[config.mk]
export PLATFORM = sky130hd
export DESIGN_NAME = ioctl_upload_reader
export DESIGN_NICKNAME = d
export VERILOG_FILES = /design/src/rtl/mist_ioctl_pkg.sv /design/src/rtl/toggle_handshake_initiator.sv /design/src/rtl/ioctl_upload_reader.sv
export SDC_FILE = /design/constraint.sdc
export NUM_CORES = 1
export LEC_CHECK = 0
export ABC_AREA = 1
export CAP_MARGIN = 20
export CELL_PAD_IN_SITES_DETAIL_PLACEMENT = 0
export CELL_PAD_IN_SITES_GLOBAL_PLACEMENT = 1
export CORE_ASPECT_RATIO = 0.5
export CORE_MARGIN = 8
export CORE_UTILIZATION = 38
export DETAILED_ROUTE_END_ITERATION = 7
export PLACE_DENSITY_LB_ADDON = 0.3
export REMOVE_ABC_BUFFERS = 1
export SLEW_MARGIN = 0
export SYNTH_ARGS = -nofsm -noshare
export SYNTH_HDL_FRONTEND = slang
export SYNTH_SLANG_ARGS = --single-unit
export TNS_END_PERCENT = 10
[constraint.sdc]
create_clock -name clk_sys -period 1.74 [get_ports clk_sys]
set_input_delay 0.522 -clock clk_sys [delete_from_list [all_inputs] [get_ports clk_sys]]
set_output_delay 0.522 -clock clk_sys [all_outputs]
set_load 0.1 [all_outputs]
[src/rtl/mist_ioctl_pkg.sv]
// Shared types and helpers for the data_io <-> SDRAM ioctl paths.
// Byte lanes follow the download convention: even byte in q[7:0], odd byte in q[15:8].
package mist_ioctl_pkg;

  typedef enum logic [1:0] {SYNC, IDLE, WAIT} state_t;

  localparam logic [7:0] ERR_BYTE = 8'hFF;

  function automatic logic [7:0] byte_sel(input logic [15:0] word, input logic a0);
    return a0 ? word[15:8] : word[7:0];
  endfunction

endpackage

[src/rtl/toggle_handshake_initiator.sv]
// Requester side of a toggle req/ack link: request register, post-reset realignment, completion compare, wait timer.
// done is combinational (ack == req); expired is raised once the timer has counted TIMEOUT waiting cycles.
module toggle_handshake_initiator #(
  parameter int TIMEOUT = 1023
) (
  input  logic clk,
  input  logic rst_n,
  input  logic align,
  input  logic start,
  input  logic counting,
  input  logic ack,
  output logic req,
  output logic done,
  output logic expired
);

  localparam int TW = $clog2(TIMEOUT + 1);

  logic [TW-1:0] timer;

  assign done    = (ack == req);
  assign expired = (timer == TW'(TIMEOUT));

  always_ff @(posedge clk or negedge rst_n) begin
    if (!rst_n) begin
      req   <= 1'b0;
      timer <= '0;
    end else if (align) begin
      // Adopt whatever ack level survived reset so a stale ack is never taken as completion.
      req   <= ack;
      timer <= '0;
    end else if (start) begin
      req   <= ~req;
      timer <= '0;
    end else if (counting && !expired) begin
      timer <= timer + 1'b1;
    end
  end

endmodule

[src/rtl/ioctl_upload_reader.sv]
// Serves data_io upload byte reads from 16-bit SDRAM words through a one-word cache.
// Hit: 1 cycle; miss: 1 + SDRAM latency + 1; reads arriving while a fetch is in flight are dropped and flag err.
module ioctl_upload_reader
  import mist_ioctl_pkg::*;
#(
  parameter int                ADDR_W  = 22,
  parameter logic [ADDR_W-1:0] BASE_W  = '0,
  parameter int                TIMEOUT = 1023
) (
  input  logic              clk_sys,
  input  logic              reset_n,
  input  logic              ioctl_upload,
  input  logic [24:0]       ioctl_addr,
  input  logic              ioctl_rd,
  output logic [7:0]        ioctl_din,
  output logic              ioctl_din_valid,
  output logic              busy,
  output logic              port_req,
  input  logic              port_ack,
  output logic [ADDR_W-1:0] port_a,
  output logic [1:0]        port_ds,
  output logic              port_we,
  input  logic [15:0]       port_q,
  output logic              err
);

  state_t            state;
  logic [15:0]       cache;
  logic [ADDR_W-1:0] tag;
  logic              cache_vld;
  logic              a0;
  logic              drop;
  logic              upload_q;

  logic [ADDR_W-1:0] w;
  logic              rd_ok, hit, start, done, expired, upload_fall, suppress;
  logic              unused_addr;

  assign port_ds     = 2'b11;
  assign port_we     = 1'b0;
  assign unused_addr = ^ioctl_addr[24:ADDR_W+1];

  assign w           = ioctl_addr[ADDR_W:1] + BASE_W;
  assign rd_ok       = ioctl_rd && ioctl_upload;
  assign hit         = cache_vld && (tag == w);
  assign start       = (state == IDLE) && rd_ok && !hit;
  assign upload_fall = upload_q && !ioctl_upload;
  // A fetch that outlives its upload session still retires, but nobody is listening for the byte.
  assign suppress    = drop || !ioctl_upload;

  toggle_handshake_initiator #(.TIMEOUT(TIMEOUT)) u_hs (
    .clk      (clk_sys),
    .rst_n    (reset_n),
    .align    (state == SYNC),
    .start    (start),
    .counting (state == WAIT),
    .ack      (port_ack),
    .req      (port_req),
    .done     (done),
    .expired  (expired)
  );

  always_ff @(posedge clk_sys or negedge reset_n) begin
    if (!reset_n) begin
      state           <= SYNC;
      ioctl_din       <= ERR_BYTE;
      ioctl_din_valid <= 1'b0;
      busy            <= 1'b0;
      port_a          <= '0;
      err             <= 1'b0;
      cache           <= '0;
      tag             <= '0;
      cache_vld       <= 1'b0;
      a0              <= 1'b0;
      drop            <= 1'b0;
      upload_q        <= 1'b0;
    end else begin
      upload_q        <= ioctl_upload;
      ioctl_din_valid <= 1'b0;
      if (ioctl_upload && !upload_q) err <= 1'b0;

      case (state)
        SYNC: state <= IDLE;
        IDLE: begin
          if (rd_ok) begin
            if (hit) begin
              ioctl_din       <= byte_sel(cache, ioctl_addr[0]);
              ioctl_din_valid <= 1'b1;
            end else begin
              port_a <= w;
              busy   <= 1'b1;
              a0     <= ioctl_addr[0];
              drop   <= 1'b0;
              state  <= WAIT;
            end
          end
        end
        WAIT: begin
          if (rd_ok) err <= 1'b1;
          if (done) begin
            cache     <= port_q;
            tag       <= port_a;
            cache_vld <= !suppress;
            if (!suppress) begin
              ioctl_din       <= byte_sel(port_q, a0);
              ioctl_din_valid <= 1'b1;
            end
            busy  <= 1'b0;
            state <= IDLE;
          end else if (expired) begin
            if (!suppress) begin
              ioctl_din       <= ERR_BYTE;
              ioctl_din_valid <= 1'b1;
            end
            err       <= 1'b1;
            cache_vld <= 1'b0;
            busy      <= 1'b0;
            state     <= IDLE;
          end
        end
        default: state <= IDLE;
      endcase

      if (upload_fall) begin
        cache_vld <= 1'b0;
        drop      <= 1'b1;
      end
    end
  end

endmodule

Yosys cells after proc, flatten, opt, wreduce, memory -nomap -nowiden
Index checks and enable logic that the tools add are counted.
{"block": "op_classes", "n_bitwise": 2, "order_cmp": 0, "shifts": 0, "div_mod_pow": 0, "addsub": 1, "mul": 0, "n_mux": 42, "reduce_logical": 28, "eq_ne": 11}
{"operator": "$mux 8", "n": 8}
{"operator": "$mux 10", "n": 3}
{"operator": "$mux 1", "n": 23}
{"operator": "$eq 22x22->1", "n": 1}
{"operator": "$pmux 8 s2", "n": 1}
{"operator": "$add 10x1->10 const B", "n": 1}
{"operator": "$eq 10x10->1 const B", "n": 1}
{"operator": "$reduce_bool 2->1", "n": 5}
{"operator": "$reduce_and 3->1", "n": 3}
{"operator": "$mux 2", "n": 4}
{"operator": "$ne 2x2->1 const B", "n": 4}
{"operator": "$logic_and 1x1->1", "n": 7}
{"operator": "$reduce_bool 3->1", "n": 2}
{"operator": "$logic_not 1->1", "n": 5}
{"operator": "$reduce_and 5->1", "n": 1}
{"operator": "$pmux 1 s2", "n": 2}
{"operator": "$pmux 2 s2", "n": 1}
{"operator": "$reduce_and 2->1", "n": 2}
{"operator": "$reduce_and 4->1", "n": 1}
{"operator": "$ne 3x3->1 const B", "n": 1}
{"operator": "$eq 2x1->1 const B", "n": 1}
{"operator": "$eq 2x2->1 const B", "n": 1}
{"operator": "$logic_not 2->1", "n": 1}
{"operator": "$ne 2x1->1 const B", "n": 1}
{"operator": "3 further kinds", "n": 4}
{"block": "word_totals", "n_memories": 0, "latchBits": 0, "register_bits": 88, "romBits": 0, "ramBits": 0, "input_bits": 46, "word_cells": 98, "output_inout_bits": 37}

Depth between registers and ports, before layout
Gate-level depths: netlist (run 1).
{"block": "logic_depth", "ltp_word": 7, "ltp_mapped": 12, "mapped_depth_nobuf": 11}

Hierarchy
Synthesis (run 1) repeated with hierarchy kept, for this count alone.
{"block": "hier_totals", "hier_cells": 605, "hier_area_um2": 4725.8}
{"mod": "ioctl_upload_reader", "area_each_um2": 4007.6, "cells_each": 501, "instances": 1, "seq_area_each_um2": 1936.9}
{"mod": "toggle_handshake_initiator", "area_each_um2": 718.2, "cells_each": 104, "instances": 1, "seq_area_each_um2": 275.3}

Least setup slack after synthesis (run 1)
OpenSTA, ideal clock, no wires.
{"block": "synth_timing", "path_type": "register -> register", "startpoint": "reg u_hs.req", "endpoint": "reg tag[19]", "n_path_buf": 2, "slack_ns": -0.272, "required_time_ns": 1.657, "arrival_ns": 1.929, "setup_ns": 0.083, "path_stages_with_launch": 7, "period_less_slack_ns": 2.012, "cell_sequence": "dfrtp_1 > xor2_1 > nor2_1 > buf_4 > clkbuf_1 > nand2_1 > o21ai_0"}
{"block": "synth_between", "elab_chain_cells": 2}
{"item": "from (decl)", "line_no": "toggle_handshake_initiator.sv:12", "rtl": "output logic req,"}
{"item": "from (signal assigned)", "line_no": "toggle_handshake_initiator.sv:30", "rtl": "req <= ack;"}
{"item": "from (signal assigned)", "line_no": "toggle_handshake_initiator.sv:33", "rtl": "req <= ~req;"}
{"item": "$eq 1x1->1", "line_no": "toggle_handshake_initiator.sv:21", "rtl": "assign done = (ack == req);"}
{"item": "$reduce_and 2->1 (no source line)"}
{"item": "to (signal assigned)", "line_no": "ioctl_upload_reader.sv:102", "rtl": "tag <= port_a;"}
{"item": "to (decl)", "line_no": "ioctl_upload_reader.sv:29", "rtl": "logic [ADDR_W-1:0] tag;"}
Every way passes these cells.
A chain may end at the register's enable or synchronous reset.

Worst setup path after layout (run 1)
{"block": "layout_timing", "startpoint": "in ioctl_addr[16]", "endpoint": "reg port_a[5]"}
{"block": "layout_between", "elab_chain_cells": 4}
{"item": "from (decl)", "line_no": "ioctl_upload_reader.sv:13", "rtl": "input logic [24:0] ioctl_addr,"}
{"item": "$eq 22x22->1", "line_no": "ioctl_upload_reader.sv:45", "rtl": "assign hit = cache_vld && (tag == w);"}
{"item": "$logic_and 1x1->1", "line_no": "ioctl_upload_reader.sv:45"}
{"item": "$not 1->1 (no source line)"}
{"item": "$reduce_and 3->1 (no source line)"}
{"item": "to (signal assigned)", "line_no": "ioctl_upload_reader.sv:90", "rtl": "port_a <= w;"}
{"item": "to (decl)", "line_no": "ioctl_upload_reader.sv:20", "rtl": "output logic [ADDR_W-1:0] port_a,"}
Every way passes these cells.

==> results of run 1 <==
flip-flops by register name, summed over array words and instances (netlist names):
name and flops:
drop 1, err 1, u_hs.req 1, cache_vld 1, upload_q 1, u_hs.timer 10, busy 1, cache 16
ioctl_din_valid 1, state 2, ioctl_din 8, a0 1, port_a 22, tag 22
synthesized netlist by cell type (4+ instances only):
master | count | area share (%)
buf_4 | 4 | 0.68
ha_1 | 4 | 1.1
dfstp_2 | 8 | 4.8
clkbuf_1 | 7 | 0.60
nand2_2 | 13 | 1.8
inv_1 | 57 | 4.8
a22oi_1 | 5 | 0.85
inv_2 | 5 | 0.42
dfrtp_1 | 80 | 45
nand2_1 | 198 | 17
a21oi_1 | 9 | 1.0
buf_2 | 5 | 0.57
o21ai_0 | 52 | 5.9
o21ai_2 | 10 | 2.0
nor2_1 | 30 | 2.5
nand3_1 | 21 | 2.4
xor2_1 | 6 | 1.2
worst max-delay path by stage:
stage | from | to | cells after the start
floorplan | u_hs.req$_DFFE_PN0P_ | cache[10]$_DFFE_PN0P_ | 4
global placement | ioctl_addr[21] | ioctl_din[5]$_DFFE_PN1P_ | 12
detailed placement | ioctl_addr[21] | u_hs.timer[4]$_DFFE_PN0P_ | 12
CTS | u_hs.timer[0]$_DFFE_PN0P_ | ioctl_din[4]$_DFFE_PN1P_ | 10
global route | u_hs.timer[0]$_DFFE_PN0P_ | ioctl_din[2]$_DFFE_PN1P_ | 11
finish | ioctl_addr[16] | port_a[5]$_DFFE_PN0P_ | 12
what timing repair did:
action                     CTS  global route
resized for setup           42             8
setup endpoints to repair   47            20
buffers inserted             2             1
pin swaps                   10             2
layer usage:
metal	up-vias	routed length (um)	global-route usage (%)
met5	-	0	0
met4	0	80	3.985
met3	6	393	3.762
met2	77	5076	24.36
met1	1716	5296	18.75
li1	1931	-	-
power by group:
group | internal (mW) | leakage, nW | switching (mW) | total [mW]
logic | 2.64 | 1.88 | 4.45 | 7.09
registers | 2.91 | 1.10 | 0.765 | 3.67
clock network | 1.15 | 0.145 | 0.801 | 1.95
total | 6.70 | 3.12 | 6.02 | 12.7
stage by stage:
step	hold slack [ns]	total power, mW
5_1_grt	0.09738	13.48
4_1_cts	0.09520	12.76
6_report	0.09121	12.72
2_1_floorplan	0.2264	7.868
3_3_place_gp	0.4562	10.59
3_5_place_dp	0.4605	10.68
cells in the final DEF (no fill, tap or decap), drive strengths merged, types with 2 or more instances in the layout:
cell type and count:
clkinv 4, dfrtp 80, nand4 2, a22oi 8, clkdlybuf4s50 19, clkbuf 11
nand2 213, dfstp 8, o21ai 64, nand3 22, nor2 34, ha 4
buf 85, a21oi 11, xor2 6, conb 3, xnor2 3, dlygate4sd2 22
inv 62
worst max-delay path, cell delays in order:
cell           delay, ns
dlygate4sd2_1       0.24
buf_4               0.13
nand2_1             0.06
nand2_1             0.04
nor2_1              0.10
nand2_2             0.09
nor2_4              0.12
nand3_4             0.14
nand2_8             0.14
buf_12              0.17
nor2_1              0.05
a21oi_1             0.10
cells by family after synthesis:
kind of cell	count (synthesis)	synth area share, %
flops	88	50.08
other cells	2	0.1700
compound gates	85	11.70
buf+inv	86	8.980
simple gates	274	26.15
xor+xnor	9	1.785
fa+ha+maj	4	1.133
area by class of cell:
class / count / area [um^2] / share of cell area [%]
clock buffers: 11 / 242.7 / 3.801
clock inverters: 5 / 56.30 / 0.8817
inverters: 63 / 236.5 / 3.703
multi-input cells: 375 / 1891 / 29.60
flip-flops and latches: 88 / 2212 / 34.64
well taps: 145 / 181.4 / 2.841
repair buffers: 127 / 1567 / 24.53
==> flow_summary.toml, run 1 <==
[drt]
via_density_per_instance = 4.582
detail_route.wirelength_um = 10850
first_iter_violations = 221
drtPass1Iterations = 4
route.detailed.drc = 0
avgRoutedWirePerCell_um = 13.32
post_route_antenna_net_violation_count = 0
dr_total_vias = 3730

[floorplan]
core_region_area_um2 = 11150
core.rowCount = 27
design.die.area_um2 = 15540
ports_placed_on_the_boundary = 83
floorplan.initialDensity_pct = 39.62
die_h_um = 92.24
die_width_um = 168.5

[worst_setup_path]
endpoint_kind = "flip-flop"
crit_arrival_ns = 1.93
reg2reg_end = "ioctl_din[4]$_DFFE_PN1P_"
worst_setup_path_start_kind = "input pin"
timing.critical_path.fanout_max = 19
timing.reg2reg.worst_path_depth = 11
worst-r2r-setup-slack_ns = 0.10
critical_path_required_ns = 2.01
critical_path_class = "in2reg"
critical_path.reg2reg.startpoint = "u_hs.timer[0]$_DFFE_PN0P_"

[timing]
grt_setup_unrepaired = "true"
fmax_mhz = 603.0
setup_total_negative_slack_ns = 0
max-slew-margin-rel_pct = 66.41
period_needed_ns = 1.658
drv_slew = 0
worst-slew-pin-transition_ns = 0.5038
worst_clock_skew_ns = 0.007207
timing.final.setup_violations = 0
setup_ws_ns = 0.08170
period_share_pct = 95.30
hold_vio_cnt_final = 0

[clock_network]
cts-buffers-inserted = 9
clk_path_buf_depth = 2
cts_tree = "built"
tritoncts_num_sinks = 88
hold_bufs_at_cts = 0
cts_root_buf = "clkbuf_16"
clkLatencyLatePin_ns = 0.34
cts_htree_levels = 3
clk_transition_reported_paths_ns = 0.06

[global_route]
pin_count_of_the_biggest_net_entering_global_routing = 37
antenna_found_initial = 0
wire_length_of_the_first_global_routing_pass_um = 18370
grt-ovfl-total = 0
globalRouteTotalUtil_pct = 14.66
grt_pass1_vias = 3782

[run]
number_of_maximum_capacitance_violations = 0

[outcome]
status = "finished, final reports clean"

[finish]
nets = 714
stdcell_count = 814
antenna_cells = 0
layout-drive-gt1-share_pct = 24.96
postLayoutCoreUtil_pct = 57.28
synthToLayoutAreaGrowth_pct = 44.59
final_area_um2 = 6386
final.fill_count = 1027

[synth]
synth-async-reset-ratio_pct = 100.0
synthesis.area_per_instance_um2 = 8.060
yosys_register_bits = 88
syn_inst = 548
mappedNetlistArea_um2 = 4417
edff_count_synth = 0
synth.distinct_cells = 38
proportion_of_synthesized_chip_area_in_sequential_cells_pct = 50.08
yosys_most_used_dff = "dfrtp_1"
yosysWarningCount = 0

[place]
numPortBuffers = 77
gpl.final_weighted_congestion = 0.7804
post-place-cells = 795
detailedPlace.worstSlack_ns = -0.5659
placement.cell_area_um2 = 5998
place.detailed.hpwl_um = 8065

[power_and_ir_drop]
power_per_cell_area_nw_per_um2 = 1992
cellLeakagePower_nw = 3.122
irDropWorstVdd_mv = 1.220

[worst_hold_path]
min_path_type = "in2async"
Power figures use the tool's default switching activity.
==> run 2, diff against run 1 <==
--- a/config.mk
+++ b/config.mk
@@ -11,9 +11,11 @@
 export CELL_PAD_IN_SITES_GLOBAL_PLACEMENT = 1
 export CORE_ASPECT_RATIO = 0.5
 export CORE_MARGIN = 8
-export CORE_UTILIZATION = 38
+export CORE_UTILIZATION = 40
+export CTS_BUF_LIST = sky130_fd_sc_hd__clkbuf_2
 export DETAILED_ROUTE_END_ITERATION = 7
-export PLACE_DENSITY_LB_ADDON = 0.3
+export HOLD_SLACK_MARGIN = 0.05
+export PLACE_DENSITY_LB_ADDON = 0.1
 export REMOVE_ABC_BUFFERS = 1
 export SLEW_MARGIN = 0
 export SYNTH_ARGS = -nofsm -noshare
==> flow_summary.toml, run 2 (synthesized netlist as in run 1, its figures left out) <==
[timing]
worst_clock_skew_ns = 0.02917
setup_total_negative_slack_ns = -1.113
drv_slew = 0
fin_hold_ws_ns = 0.2621
fmax_mhz = 531.9
hold_vio_cnt_final = 0
period_share_pct = 108.0
period_needed_ns = 1.880
setup_ws_ns = -0.1401
grt_setup_unrepaired = "true"
max-slew-margin-rel_pct = 64.18
worst-slew-pin-transition_ns = 0.5373
timing.final.setup_violations = 18

[clock_network]
cts_htree_levels = 3
clk_transition_reported_paths_ns = 0.24
cts-buffers-inserted = 9
cts_tree = "built"
clkLatencyLatePin_ns = 0.56
tritoncts_num_sinks = 88
clk_path_buf_depth = 2
cts_root_buf = "clkbuf_2"

[worst_setup_path]
endpoint_kind = "primary output"
cp_slowest_stage_delay_ns = 0.63
timing.critical_path.max_delay_family = "flip-flops"
cells_along_the_critical_path = "buf_12"
critical_path_class = "reg2out"
critical_path_required_ns = 1.22
critical-path-slowest-cell = "dfstp_2"
worstPathBufferInverterCount = 1
timing.critical_path.fanout_max = 2
worst_setup_path_start_kind = "flip-flop"
crit_arrival_ns = 1.36

[finish]
stdcell_count = 816
antenna_cells = 0
mostFrequentLayoutCell = "nand2_1"
final.fill_count = 1070
postLayoutCoreUtil_pct = 57.37
layout-drive-gt1-share_pct = 26.38
layout_top_registers = "port_a x22, tag x22, cache x16"
nets = 716
synthToLayoutAreaGrowth_pct = 41.30
most-common-layout-cells = "nand2_1, dfrtp_1, inv_1"

[drt]
post_route_antenna_net_violation_count = 0
avgRoutedWirePerCell_um = 13.15
detail_route.wirelength_um = 10730
via_density_per_instance = 4.583
route.detailed.drc = 0
dr_total_vias = 3740
first_iter_violations = 124
drtPass1Iterations = 4

[global_route]
grt_pass1_vias = 3614
grt-ovfl-total = 0
antenna_found_initial = 1
wire_length_of_the_first_global_routing_pass_um = 17960
pin_count_of_the_biggest_net_entering_global_routing = 50
globalRouteTotalUtil_pct = 15.13

[floorplan]
design.die.area_um2 = 14860
core_region_area_um2 = 10880
ports_placed_on_the_boundary = 83
die_width_um = 164.6
floorplan.initialDensity_pct = 40.60
core.rowCount = 27
die_h_um = 90.31

[place]
numPortBuffers = 77
post-place-cells = 791
gpl.final_weighted_congestion = 0.7821
place.detailed.hpwl_um = 8044
detailedPlace.worstSlack_ns = -0.5609

[outcome]
status = "complete, but fails checks"
failed_checks = "setup timing"

[worst_hold_path]
min_path_type = "in2async"

[power_and_ir_drop]
cellLeakagePower_nw = 2.997
power_per_cell_area_nw_per_um2 = 1914
irDropWorstVdd_mv = 0.9877

[run]
number_of_maximum_capacitance_violations = 0
## run 2: power breakdown
group	switching, mW	internal [mW]
Clock	0.716	0.472
Sequential	0.769	2.92
Combinational	4.44	2.63
## run 2: layer usage
| metal | GRT usage (%) | part of all wire (%) | up-vias |
|---|---|---|---|
| met3 | 5.414 | 5.6 | 7 |
| met5 | 0 | 0.093 | - |
| li1 | - | - | 1937 |
| met1 | 21.77 | 51 | 1721 |
| met4 | 3.130 | 0.62 | 2 |
| met2 | 21.27 | 42 | 73 |
## run 2: final timing paths
path	start	endpoint	slack, ns	cells past startpoint
worst max-delay path	ioctl_din[1]$_DFFE_PN1P_	ioctl_din[1]	-0.14	1
worst min-delay path	reset_n	port_a[6]$_DFFE_PN0P_	0.26	2
worst max register to register	u_hs.timer[1]$_DFFE_PN0P_	u_hs.timer[8]$_DFFE_PN0P_	-0.02	9
worst min register to register	ioctl_din[4]$_DFFE_PN1P_	ioctl_din[4]$_DFFE_PN1P_	0.50	2
max in group asynchronous	reset_n	ioctl_din[0]$_DFFE_PN1P_	0.96	3
min in group clk_sys	ioctl_upload	upload_q$_DFF_PN0_	0.44	1
## run 2: layout make-up
| class | count | area (um^2) | share of cell area [%] |
|---|---|---|---|
| sequential | 88 | 2226 | 35.67 |
| multi-input combinational | 376 | 1894 | 30.35 |
| timing repair buffer | 128 | 1569 | 25.14 |
| inverter | 63 | 236.5 | 3.789 |
| tap | 145 | 181.4 | 2.907 |
| clock inverter | 6 | 83.83 | 1.343 |
| clock buffer | 10 | 50.05 | 0.8019 |
## run 2: what timing repair did
action / in CTS / in global routing
hold endpoints to repair: 80 / 0
gates resized for setup: 5 / 27
cloned: 0 / 1
pin swaps: 1 / 6
hold buffers: 1 / 0
buffers inserted: 1 / 6
endpoints found under the setup margin: 69 / 113
## run 2: worst reg2reg max path, delay by kind of cell (launching register included)
family / cells / cell delay [ns]
buffers and inverters: 1 / 0.14
xor gates and xnor gates: 1 / 0.18
DFF: 1 / 0.44
adders and majority gates: 1 / 0.20
and+or+nand+nor: 6 / 0.74
## run 2: through the flow
stage	cell area, um^2	total power [mW]
2_1_floorplan	4260	7.868
3_3_place_gp	5943	10.56
3_5_place_dp	5943	10.61
4_1_cts	6101	11.85
5_1_grt	6241	12.70
6_report	6241	11.94
==> run 3, diff against run 2 <==
--- a/config.mk
+++ b/config.mk
@@ -15,10 +15,10 @@
 export CTS_BUF_LIST = sky130_fd_sc_hd__clkbuf_2
 export DETAILED_ROUTE_END_ITERATION = 7
 export HOLD_SLACK_MARGIN = 0.05
-export PLACE_DENSITY_LB_ADDON = 0.1
+export PLACE_DENSITY = 0.95
 export REMOVE_ABC_BUFFERS = 1
 export SLEW_MARGIN = 0
 export SYNTH_ARGS = -nofsm -noshare
 export SYNTH_HDL_FRONTEND = slang
 export SYNTH_SLANG_ARGS = --single-unit
-export TNS_END_PERCENT = 10
+export TNS_END_PERCENT = 20
==> flow_summary.toml, run 3 (synthesized netlist as in run 1, its figures left out) <==
[place]
gpl.final_weighted_congestion = 0.7751
detailedPlace.worstSlack_ns = -0.5939
numPortBuffers = 77
place.detailed.hpwl_um = 8240
placement.cell_area_um2 = 5981

[worst_setup_path]
critical_path_class = "reg2out"
timing.critical_path.fanout_max = 2
critical_path_required_ns = 1.22
critical-path-slowest-cell = "dfstp_2"
cells_along_the_critical_path = "buf_12"
timing.critical_path.max_delay_family = "flip-flops"
endpoint_kind = "primary output"
worstPathBufferInverterCount = 1
crit_arrival_ns = 1.38
worst_setup_path_start_kind = "flip-flop"
cp_slowest_stage_delay_ns = 0.64

[timing]
setup_ws_ns = -0.1643
worst_clock_skew_ns = 0.04533
max-slew-margin-rel_pct = 65.31
fmax_mhz = 525.1
hold_vio_cnt_final = 0
worst-slew-pin-transition_ns = 0.5204
setup_total_negative_slack_ns = -1.751
drv_slew = 0
grt_setup_unrepaired = "true"
fin_hold_ws_ns = 0.3281
period_needed_ns = 1.904
period_share_pct = 109.4
timing.final.setup_violations = 34

[drt]
dr_total_vias = 3790
first_iter_violations = 239
avgRoutedWirePerCell_um = 13.50
drtPass1Iterations = 4
via_density_per_instance = 4.667
post_route_antenna_net_violation_count = 0
route.detailed.drc = 0
detail_route.wirelength_um = 10960

[power_and_ir_drop]
power_per_cell_area_nw_per_um2 = 1915
finalPower_mw = 11.89
irDropWorstVdd_mv = 0.7549
cellLeakagePower_nw = 2.969

[global_route]
antenna_found_initial = 0
grt_pass1_vias = 3939
grt-ovfl-total = 0
wire_length_of_the_first_global_routing_pass_um = 18470
pin_count_of_the_biggest_net_entering_global_routing = 44
globalRouteTotalUtil_pct = 15.27

[finish]
final_area_um2 = 6208
nets = 712
most-common-layout-cells = "nand2_1, dfrtp_1, inv_1"
mostFrequentLayoutCell = "nand2_1"
layout_top_registers = "port_a x22, tag x22, cache x16"
antenna_cells = 0
synthToLayoutAreaGrowth_pct = 40.57
layout-drive-gt1-share_pct = 25.34

[clock_network]
clk_path_buf_depth = 2
clk_transition_reported_paths_ns = 0.26
cts_htree_levels = 3
cts-buffers-inserted = 9
cts_tree = "built"
cts_root_buf = "clkbuf_2"
clkLatencyLatePin_ns = 0.56
tritoncts_num_sinks = 88

[floorplan]
core_region_area_um2 = 10880
design.die.area_um2 = 14860
core.rowCount = 27
ports_placed_on_the_boundary = 83
floorplan.initialDensity_pct = 40.60
die_width_um = 164.6
die_h_um = 90.31

[run]
number_of_maximum_capacitance_violations = 0

[outcome]
status = "complete, but fails checks"
failed_checks = "setup timing"

[worst_hold_path]
min_path_type = "in2async"
[run 3: cell types whose count changed in the layout (fill, tap and decap cells not counted), sizes merged]
cell      before  now
clkinv         3    2
bufinv         2    1
buf           85   81
clkbuf        10    9
inv           62   63
clkinvlp       2    4
[run 3: path summary, 6_finish.rpt]
path | from | end | slack, ns | depth (start not counted)
max in group asynchronous | reset_n | tag[20]$_DFFE_PN0P_ | 0.86 | 3
min in group clk_sys | ioctl_upload | upload_q$_DFF_PN0_ | 0.44 | 1
max reg2reg | u_hs.timer[0]$_DFFE_PN0P_ | ioctl_din[3]$_DFFE_PN1P_ | -0.05 | 10
min | reset_n | port_a[19]$_DFFE_PN0P_ | 0.33 | 2
min reg2reg | ioctl_din[3]$_DFFE_PN1P_ | ioctl_din[3]$_DFFE_PN1P_ | 0.50 | 2
max | ioctl_din[0]$_DFFE_PN1P_ | ioctl_din[0] | -0.16 | 1
[run 3: what timing repair did]
item                       4_1_cts  5_1_grt
hold buffers                     1        0
resized for setup                3       24
setup endpoints to repair       40       81
hold endpoints to repair        31        0
buffers inserted                 0        3
cloned                           0        1
pin swaps                        1       10
[run 3: routing by layer]
| metal | share of wire, % | global-route usage [%] | vias up |
|---|---|---|---|
| met1 | 44 | 19.02 | 1785 |
| met2 | 50 | 25.71 | 68 |
| li1 | - | - | 1926 |
| met3 | 4.8 | 3.731 | 11 |
| met5 | 0 | 0 | - |
| met4 | 1.2 | 4.545 | 0 |
[run 3: final cells by class]
class,count,area [um^2]
fillers,955,4669
flip-flops and latches,88,2223
multi-input cells,376,1874
repair buffers,124,1568
inverters,63,236.5
well taps,145,181.4
clock inverters,7,80.08
clock buffers,9,45.04
[run 3: power breakdown]
part | total [mW] | internal [mW] | leakage [nW] | switching [mW]
Sequential | 3.71 | 2.91 | 1.09 | 0.793
Clock | 1.10 | 0.340 | 0.0623 | 0.757
Combinational | 7.09 | 2.62 | 1.82 | 4.47
[run 3: stage by stage]
step	cells	utilization, %
4_1_cts	808	56.26
3_5_place_dp	791	54.98
3_3_place_gp	791	54.98
2_1_floorplan	526	-
6_report	812	57.07
5_1_grt	812	57.07
